--- src/rtl/usb_wire_tx_fifo.sv ---
// usb_wire_tx_fifo
//   Transmit-side wire buffer between the SIE and the USB PHY. Symbols
//   {speed, TxBits, TxCtrl} are queued in a DEPTH-entry FIFO and drained one
//   per full-speed or low-speed bit tick, the rate being chosen per entry.
//   When the FIFO is empty the wire is released (00 / not driven) on every
//   tick of the rate of the last symbol sent.
//
//   Optional feature macro: USB_WIRE_TX_UNDERRUN_EN
//     defined   : sticky underrun flag, set when the FIFO runs dry while the
//                 wire is being actively driven, cleared by underrunClr
//                 (a coincident set wins).
//     undefined : underrun is tied 0 and underrunClr is ignored.
module usb_wire_tx_fifo #(
  parameter int DEPTH  = 4,
  parameter int FS_DIV = 4,
  parameter int LS_DIV = 32,
  localparam int LVL_W = $clog2(DEPTH) + 1,
  localparam int CNT_W = $clog2(LS_DIV)
) (
  input  logic             clk,
  input  logic             rst,
  input  logic [1:0]       TxBitsIn,
  input  logic             TxCtrlIn,
  input  logic             fullSpeedRate,
  input  logic             USBWireWEn,
  output logic             USBWireRdy,
  output logic [1:0]       TxBitsOut,
  output logic             TxCtrlOut,
  output logic             TxDataOutTick,
  output logic             TxWireActiveDrive,
  output logic [LVL_W-1:0] fifoLevel,
  output logic             underrun,
  input  logic             underrunClr
);

  localparam int PTR_W = $clog2(DEPTH);
  localparam int FS_W  = $clog2(FS_DIV);

  // Entry layout: [3] speed (1 = FS), [2:1] {D+,D-}, [0] drive enable
  logic [3:0]       mem [DEPTH];
  logic [PTR_W-1:0] wr_ptr;
  logic [PTR_W-1:0] rd_ptr;
  logic [LVL_W-1:0] level;
  logic [LVL_W-1:0] level_nxt;
  logic [CNT_W-1:0] cnt;
  logic             fs_tick_p1;
  logic             ls_tick_p1;
  logic             last_rate;

  logic [3:0]       head;
  logic             not_empty;
  logic             rate;
  logic             sel_tick;
  logic             push;
  logic             pop;

  // Handshake and pop qualification, all derived from registered state
  assign head       = mem[rd_ptr];
  assign not_empty  = (level != '0);
  assign USBWireRdy = (level != LVL_W'(DEPTH));
  assign push       = USBWireWEn & USBWireRdy;
  // An empty FIFO keeps idling at the rate of the last symbol it sent
  assign rate       = not_empty ? head[3] : last_rate;
  assign sel_tick   = rate ? fs_tick_p1 : ls_tick_p1;
  assign pop        = sel_tick & not_empty;

  assign fifoLevel         = level;
  assign TxWireActiveDrive = TxCtrlOut;

  // Free-running bit-tick divider; tick flags are registered one cycle after the compare
  always_ff @(posedge clk or posedge rst) begin
    if (rst) begin
      cnt        <= '0;
      fs_tick_p1 <= 1'b0;
      ls_tick_p1 <= 1'b0;
    end else begin
      cnt        <= cnt + CNT_W'(1);
      fs_tick_p1 <= (cnt[FS_W-1:0] == '0);
      ls_tick_p1 <= (cnt == '0);
    end
  end

  // Storage array; every entry cleared on reset so no stale symbol survives it
  always_ff @(posedge clk or posedge rst) begin
    if (rst) begin
      for (int i = 0; i < DEPTH; i++) begin
        mem[i] <= 4'b0000;
      end
    end else if (push) begin
      mem[wr_ptr] <= {fullSpeedRate, TxBitsIn, TxCtrlIn};
    end
  end

  // Write and read pointers, wrapping naturally because DEPTH is a power of 2
  always_ff @(posedge clk or posedge rst) begin
    if (rst) begin
      wr_ptr <= '0;
      rd_ptr <= '0;
    end else begin
      if (push) begin
        wr_ptr <= wr_ptr + PTR_W'(1);
      end
      if (pop) begin
        rd_ptr <= rd_ptr + PTR_W'(1);
      end
    end
  end

  // Occupancy update: a simultaneous push and pop cancel out
  always_comb begin
    level_nxt = level;
    case ({push, pop})
      2'b10:   level_nxt = level + LVL_W'(1);
      2'b01:   level_nxt = level - LVL_W'(1);
      default: level_nxt = level;
    endcase
  end

  // Occupancy register
  always_ff @(posedge clk or posedge rst) begin
    if (rst) begin
      level <= '0;
    end else begin
      level <= level_nxt;
    end
  end

  // Wire output stage: present the head symbol on each selected tick, or release the wire
  always_ff @(posedge clk or posedge rst) begin
    if (rst) begin
      TxBitsOut     <= 2'b00;
      TxCtrlOut     <= 1'b0;
      TxDataOutTick <= 1'b0;
      last_rate     <= 1'b0;
    end else if (sel_tick) begin
      TxDataOutTick <= ~TxDataOutTick;
      if (not_empty) begin
        TxBitsOut <= head[2:1];
        TxCtrlOut <= head[0];
        last_rate <= head[3];
      end else begin
        TxBitsOut <= 2'b00;
        TxCtrlOut <= 1'b0;
      end
    end
  end

`ifdef USB_WIRE_TX_UNDERRUN_EN
  logic underrun_q;

  // Sticky underrun: FIFO empty on a tick while the wire was still being driven
  always_ff @(posedge clk or posedge rst) begin
    if (rst) begin
      underrun_q <= 1'b0;
    end else if (sel_tick && !not_empty && TxCtrlOut) begin
      underrun_q <= 1'b1;
    end else if (underrunClr) begin
      underrun_q <= 1'b0;
    end
  end

  assign underrun = underrun_q;
`else
  logic unused_underrun_clr;

  assign unused_underrun_clr = underrunClr;
  assign underrun            = 1'b0;
`endif

endmodule

--- config.mk ---
export PLATFORM = sky130hd
export DESIGN_NAME = usb_wire_tx_fifo
export DESIGN_NICKNAME = d
export VERILOG_FILES = /design/src/rtl/usb_wire_tx_fifo.sv
export SDC_FILE = /design/constraint.sdc
export NUM_CORES = 1
export LEC_CHECK = 0
export ABC_AREA = 1
export CORE_MARGIN = 2
export CORE_UTILIZATION = 50
export DETAILED_ROUTE_END_ITERATION = 8
export PLACE_DENSITY = 0.75
export SLEW_MARGIN = 15
export SYNTH_ARGS = -nofsm -noshare
export SYNTH_HDL_FRONTEND = slang
export SYNTH_SLANG_ARGS = --single-unit
--- constraint.sdc ---
create_clock -name clk -period 2.27 [get_ports clk]
set_clock_uncertainty 0.05 [all_clocks]
set_input_delay 0.227 -clock clk [delete_from_list [all_inputs] [get_ports clk]]
set_output_delay 0.227 -clock clk [all_outputs]
set_load 0.05 [all_outputs]
# After elaboration in Yosys (flattened, before gate mapping)
# Cells that the tools add are included.
[totals]
regBits = 35
output_inout_bits = 10
wordCells = 46
[op_classes]
n_addsub = 5
order_cmp = 3
n_eq_ne = 3
mux = 11
n_bitwise = 5
n_reduce_logical = 5
[ops]
columns = ["operator", "n"]
rows = [
  ["$bwmux 16", 1],
  ["$mux 4", 3],
  ["$bmux 4 s2", 1],
  ["$demux 4 s2", 1],
  ["$ge 3x3->1 const B", 2],
  ["$not 2->3", 2],
  ["$pmux 3 s2", 1],
  ["$add 5x1->5 const B", 1],
  ["$logic_not 5->1", 1],
  ["$add 2x1->2 const B", 2],
  ["$add 3x1->3 const B", 1],
  ["$lt 3x1->1 const B", 1],
  ["$mux 1", 3],
  ["$ne 3x3->1 const B", 1],
  ["$reduce_bool 3->1", 1],
  ["$sub 3x1->3 const B", 1],
  ["$and 1x1->1", 2],
  ["$eq 2x1->1 const B", 1],
  ["$eq 2x2->1 const B", 1],
  ["$logic_not 2->1", 1],
  ["$mux 2", 1],
  ["$reduce_bool 2->1", 1],
  ["$logic_and 1x1->1", 1],
  ["$not 1->1", 1],
]

# Longest topological paths before layout
[depth]
word_depth = 9
mapped_depth = 14
mapped_depth_nobuf = 14

# Least setup slack after synthesis
# Ideal clock, no wire load.
[synth_path]
path_type = "register to register"
startpoint = "register level[0], in the netlist fifoLevel[0]"
endpoint = "register level[2], in the netlist fifoLevel[2]"
t_arrival_ns = 2.390
required_time_ns = 2.089
path_slack_ns = -0.301
path_stages_with_launch = 10
cell_sequence = "dfrtp_1 -> inv_2 -> nand3_1 -> nand2_2 -> ha_1 -> inv_1 -> fa_1 -> a21oi_1 -> o21ai_0 -> xor2_1"
[synth_lines]
columns = ["item", "line", "rtl"]
rows = [
  ["from (decl)", "43", "logic [LVL_W-1:0] level;"],
  ["from (signal assigned)", "124", "level <= level_nxt;"],
  ["$ne 3x3->1 (*)", "60", "assign USBWireRdy = (level != LVL_W'(DEPTH));"],
  ["via USBWireRdy", "26", "output logic USBWireRdy,"],
  ["$and 1x1->1 (*)", "61", "assign push = USBWireWEn & USBWireRdy;"],
  ["$eq 2x1->1 / $eq 2x2->1 (equally long branches)", "112", "case ({push, pop})"],
  ["$pmux 3 s2 / $reduce_bool 2->1 (equally long branches)", "--", ""],
]
# Mark *: on every way through the listed nets, which the timed path passes. The rest lies on a longest branch.
# A chain may end at the register's enable or synchronous reset.

# Worst setup path after layout
[layout_path]
startpoint = "register rd_ptr[0]"
endpoint = "register level[2], in the netlist fifoLevel[2]"
[layout_via]
elab_chain_len = 9
[layout_lines]
columns = ["item", "line", "rtl"]
rows = [
  ["from (decl)", "42", "logic [PTR_W-1:0] rd_ptr;"],
  ["from (signal assigned)", "104", "rd_ptr <= rd_ptr + PTR_W'(1);"],
  ["$not 2->3 (implied by the code) (*)", "58", "assign head = mem[rd_ptr];"],
  ["$bmux 4 s2 (*)", "58", ""],
  ["$mux 4 (implied by the code) (*) (2 in series)", "58", ""],
  ["$mux 1 (*)", "--", ""],
  ["$mux 1 (*)", "64", "assign sel_tick = rate ? fs_tick_p1 : ls_tick_p1;"],
  ["$and 1x1->1 (*)", "65", "assign pop = sel_tick & not_empty;"],
  ["via pop", "55", "logic pop;"],
  ["$eq 2x1->1 / $eq 2x2->1 (equally long branches)", "112", ""],
  ["$pmux 3 s2 / $reduce_bool 2->1 (equally long branches)", "--", ""],
]
# Mark *: on every way through the listed nets, which the timed path passes. The rest lies on a longest branch. The select of a mux whose other input is x is not followed.

==> results by group <==
GRT
  • Largest net degree at the start of global routing: 36
  • GRT Util Overall: approximately 18%
  • Initial antenna violation count: 0
  • Number of global-route vias before repair: 1,269
  • First-pass GRT wire length: 5.582 mm
  • Overflow after GRT: 0

Final layout
  • Nets: 227
  • Post-layout util: between 60% and 70%
  • Share of post-route cells with drive strength above 1: 23.11%
  • Diode count: 0
  • Area Growth Syn to Fin: 21.27%

Power
  • Pwr Total: 0.003212 W
  • Leak: ~1.0 nW
  • Pwr Density: roughly 1600 nW/µm²
  • Peak supply drop: approximately 0.80 mV

Logic synthesis
  • Yosys top cell by area: dfrtp_1
  • Largest cells by area after synthesis: dfrtp_1 52%, nand2_1 6.8%, o21ai_0 5.3%
  • Count leader, synth: dfrtp_1
  • Yosys top cell area share: 51.51%
  • Post-Syn Area: 1700 µm²
  • Synth async-reset ratio: 100.0%
  • Avg Cell Area, Syn: 9.447 µm²
  • Dominant synthesized flop cell: dfrtp_1
  • Ys Warns: 0
  • EDFF count, synth: 0
  • Syn nets: 196
  • Synthesized flop and latch total: 35
  • Sequential area share after synthesis: about half
  • Commonest cells in the netlist: 35 x dfrtp_1, 31 x nand2_1, 20 x inv_1, 18 x o21ai_0, 15 x nand3_1
  • Post-synth cell types: 22
  • Mapped Cells: 180

Route
  • Detailed Routing Iterations Pass 1: 4
  • Final ANT Viol Nets: 0
  • 1st-iter DRT viols: 82
  • Residual DRC: 0
  • Post-DR wirelength/cell: about 12 µm
  • Via count: 1,301
  • Via density per instance: between 5 and 6
  • WL final: 3.217 mm

Timing
  • Tmin final: roughly 2200 ps
  • Slew @ Worst Pin: 512.1 ps
  • Final Hold Vio Count: 0
  • # setup viols final: 0
  • Tcrit/Tclk final: 95.05%
  • Fmax: approximately 460 MHz
  • Max Slew Vio Count: 0
  • Relative slew slack: between 60 and 70%

Floorplan
  • Row cnt: 21
  • Ports: 18
  • Core Area: 3311 µm²
  • Initial Util: 51.36%
  • Die footprint: 3883 µm²
  • Chip width: slightly above 60 µm
  • Die height: 62.32 µm

Run
  • Max Cap Viol: 0

Clock network
  • CTS tree: done
  • Clock transition at path regs: 110 ps
  • Num CTS Buffers: 5
  • Max Buffers Root-to-Sink: 2
  • Root Driver: clkbuf_4
  • Clock Latency Late Sink: approximately 330 ps
  • TritonCTS Sinks: 35
  • H-Tree Depth: 2

Setup path
  • CP Capture Type: flop
  • CP required: between 2000 and 2500 ps
  • Startpoint types: flop
  • CP Max Fanout: 4
  • Critical Path AT: 2330 ps
  • WS Path Type: reg -> reg

Worst hold path
  • HP Class: in -> async

Place
  • GP Congestion: 0.8181
  • Hpwl dp: 2.409 mm
  • I/O Buffers: 15

Status
  • Status: finished, final reports clean
## layout make-up
type,instances,area (µm²)
Fill cell,303,1249
Sequential cell,35,880.8
Multi-Input combinational cell,115,708.2
Timing Repair Buffer,27,240.2
Inverter,27,106.4
Clock buffer,8,68.82
Tap cell,46,57.56
## path summary, 6_finish.rpt
check,from,endpoint,slack [ps],depth (start not counted)
setup / recovery,rd_ptr[0],fifoLevel[2],110,13
hold / removal,rst,TxDataOutTick,230,3
setup reg to reg,rd_ptr[0],fifoLevel[2],110,13
hold reg to reg,cnt[4],ls_tick_p1,420,1
max in group asynchronous,rst,fifoLevel[0],1620,3
min in group clk,cnt[4],ls_tick_p1,420,1
## cell usage in the layout (no fill, tap or decap), types with 4 or more instances in the layout
master            n
nand3_2           4
inv_1            20
ha_1              7
clkdlybuf4s50_1  15
dfrtp_1          31
o21ai_0          18
inv_2             5
nand2_2           9
buf_4            12
nand2_1          31
xor2_1            4
dfrtp_2           4
nor2_1            6
clkbuf_4          5
nand3_1          14
o21ai_1           8
## report_power, final
part / internal (W) / switching, W / leakage, nW
registers: 0.000878 / 0.000170 / 0.427
clock network: 0.000182 / 0.000200 / 0.0386
logic: 0.000694 / 0.00109 / 0.546
total: 0.00175 / 0.00146 / 1.01
## metal layers
layer / vias to the layer above / part of all wire [%] / GRT usage (%) / wire length (µm)
li1: 638 / - / - / -
met1: 631 / 44 / 21.85 / 1418
met2: 25 / 50 / 31.52 / 1610
met3: 7 / 4.1 / 5.616 / 131
met4: 0 / 1.7 / 6.944 / 56
met5: - / 0 / 0 / 0
## cell families (layout without fill, tap and decap cells)
logic type / count (synthesis) / in the layout / synth area share [%]
AOI/OAI and AO/OA: 30 / 30 / 9.051
xor gates and xnor gates: 7 / 7 / 3.606
adders and majority gates: 8 / 8 / 6.328
buffers and inverters: 30 / 62 / 7.505
DFF: 35 / 35 / 51.51
and+or+nand+nor: 69 / 69 / 21.78
other: 1 / 1 / 0.2205
## flip-flops by register name, summed over array words and instances (netlist names)
register,count
fifoLevel,3
wr_ptr,2
TxBitsOut,2
TxCtrlOut,1
TxDataOutTick,1
ls_tick_p1,1
mem,16
cnt,5
last_rate,1
fs_tick_p1,1
rd_ptr,2
## stage by stage
stage          TNS [ps]  instances  area (µm²)  setup WS, ps  hold WS, ps
6_report              0        258        2062         112.4        226.5
3_3_place_gp          0        249        1978         96.58        400.4
4_1_cts               0        257        2048         40.84        238.9
5_1_grt         -0.7248        258        2062       -0.7248        261.1
2_1_floorplan         0        180        1714         14.67        331.1
3_5_place_dp          0        249        1978         33.42        408.7
## critical path: stages, from the launching register on
cell and delay [ps]:
dfrtp_2 450, inv_2 90, nand2_1 80, nand3_2 90, nand3_2 90, nand3_1 70
nand3_1 100, inv_1 80, ha_1 140, inv_1 80, fa_2 350, a21oi_2 110
o21ai_0 100, xor2_1 160
## what timing repair did
item / in CTS / in global routing
buffers inserted: 0 / 1
cloned: 0 / 0
setup endpoints to repair: 1 / 1
hold buffers: 0 / 0
pin swaps: 0 / 1
resized for setup: 1 / 2
(Power assumes the default switching activity.)
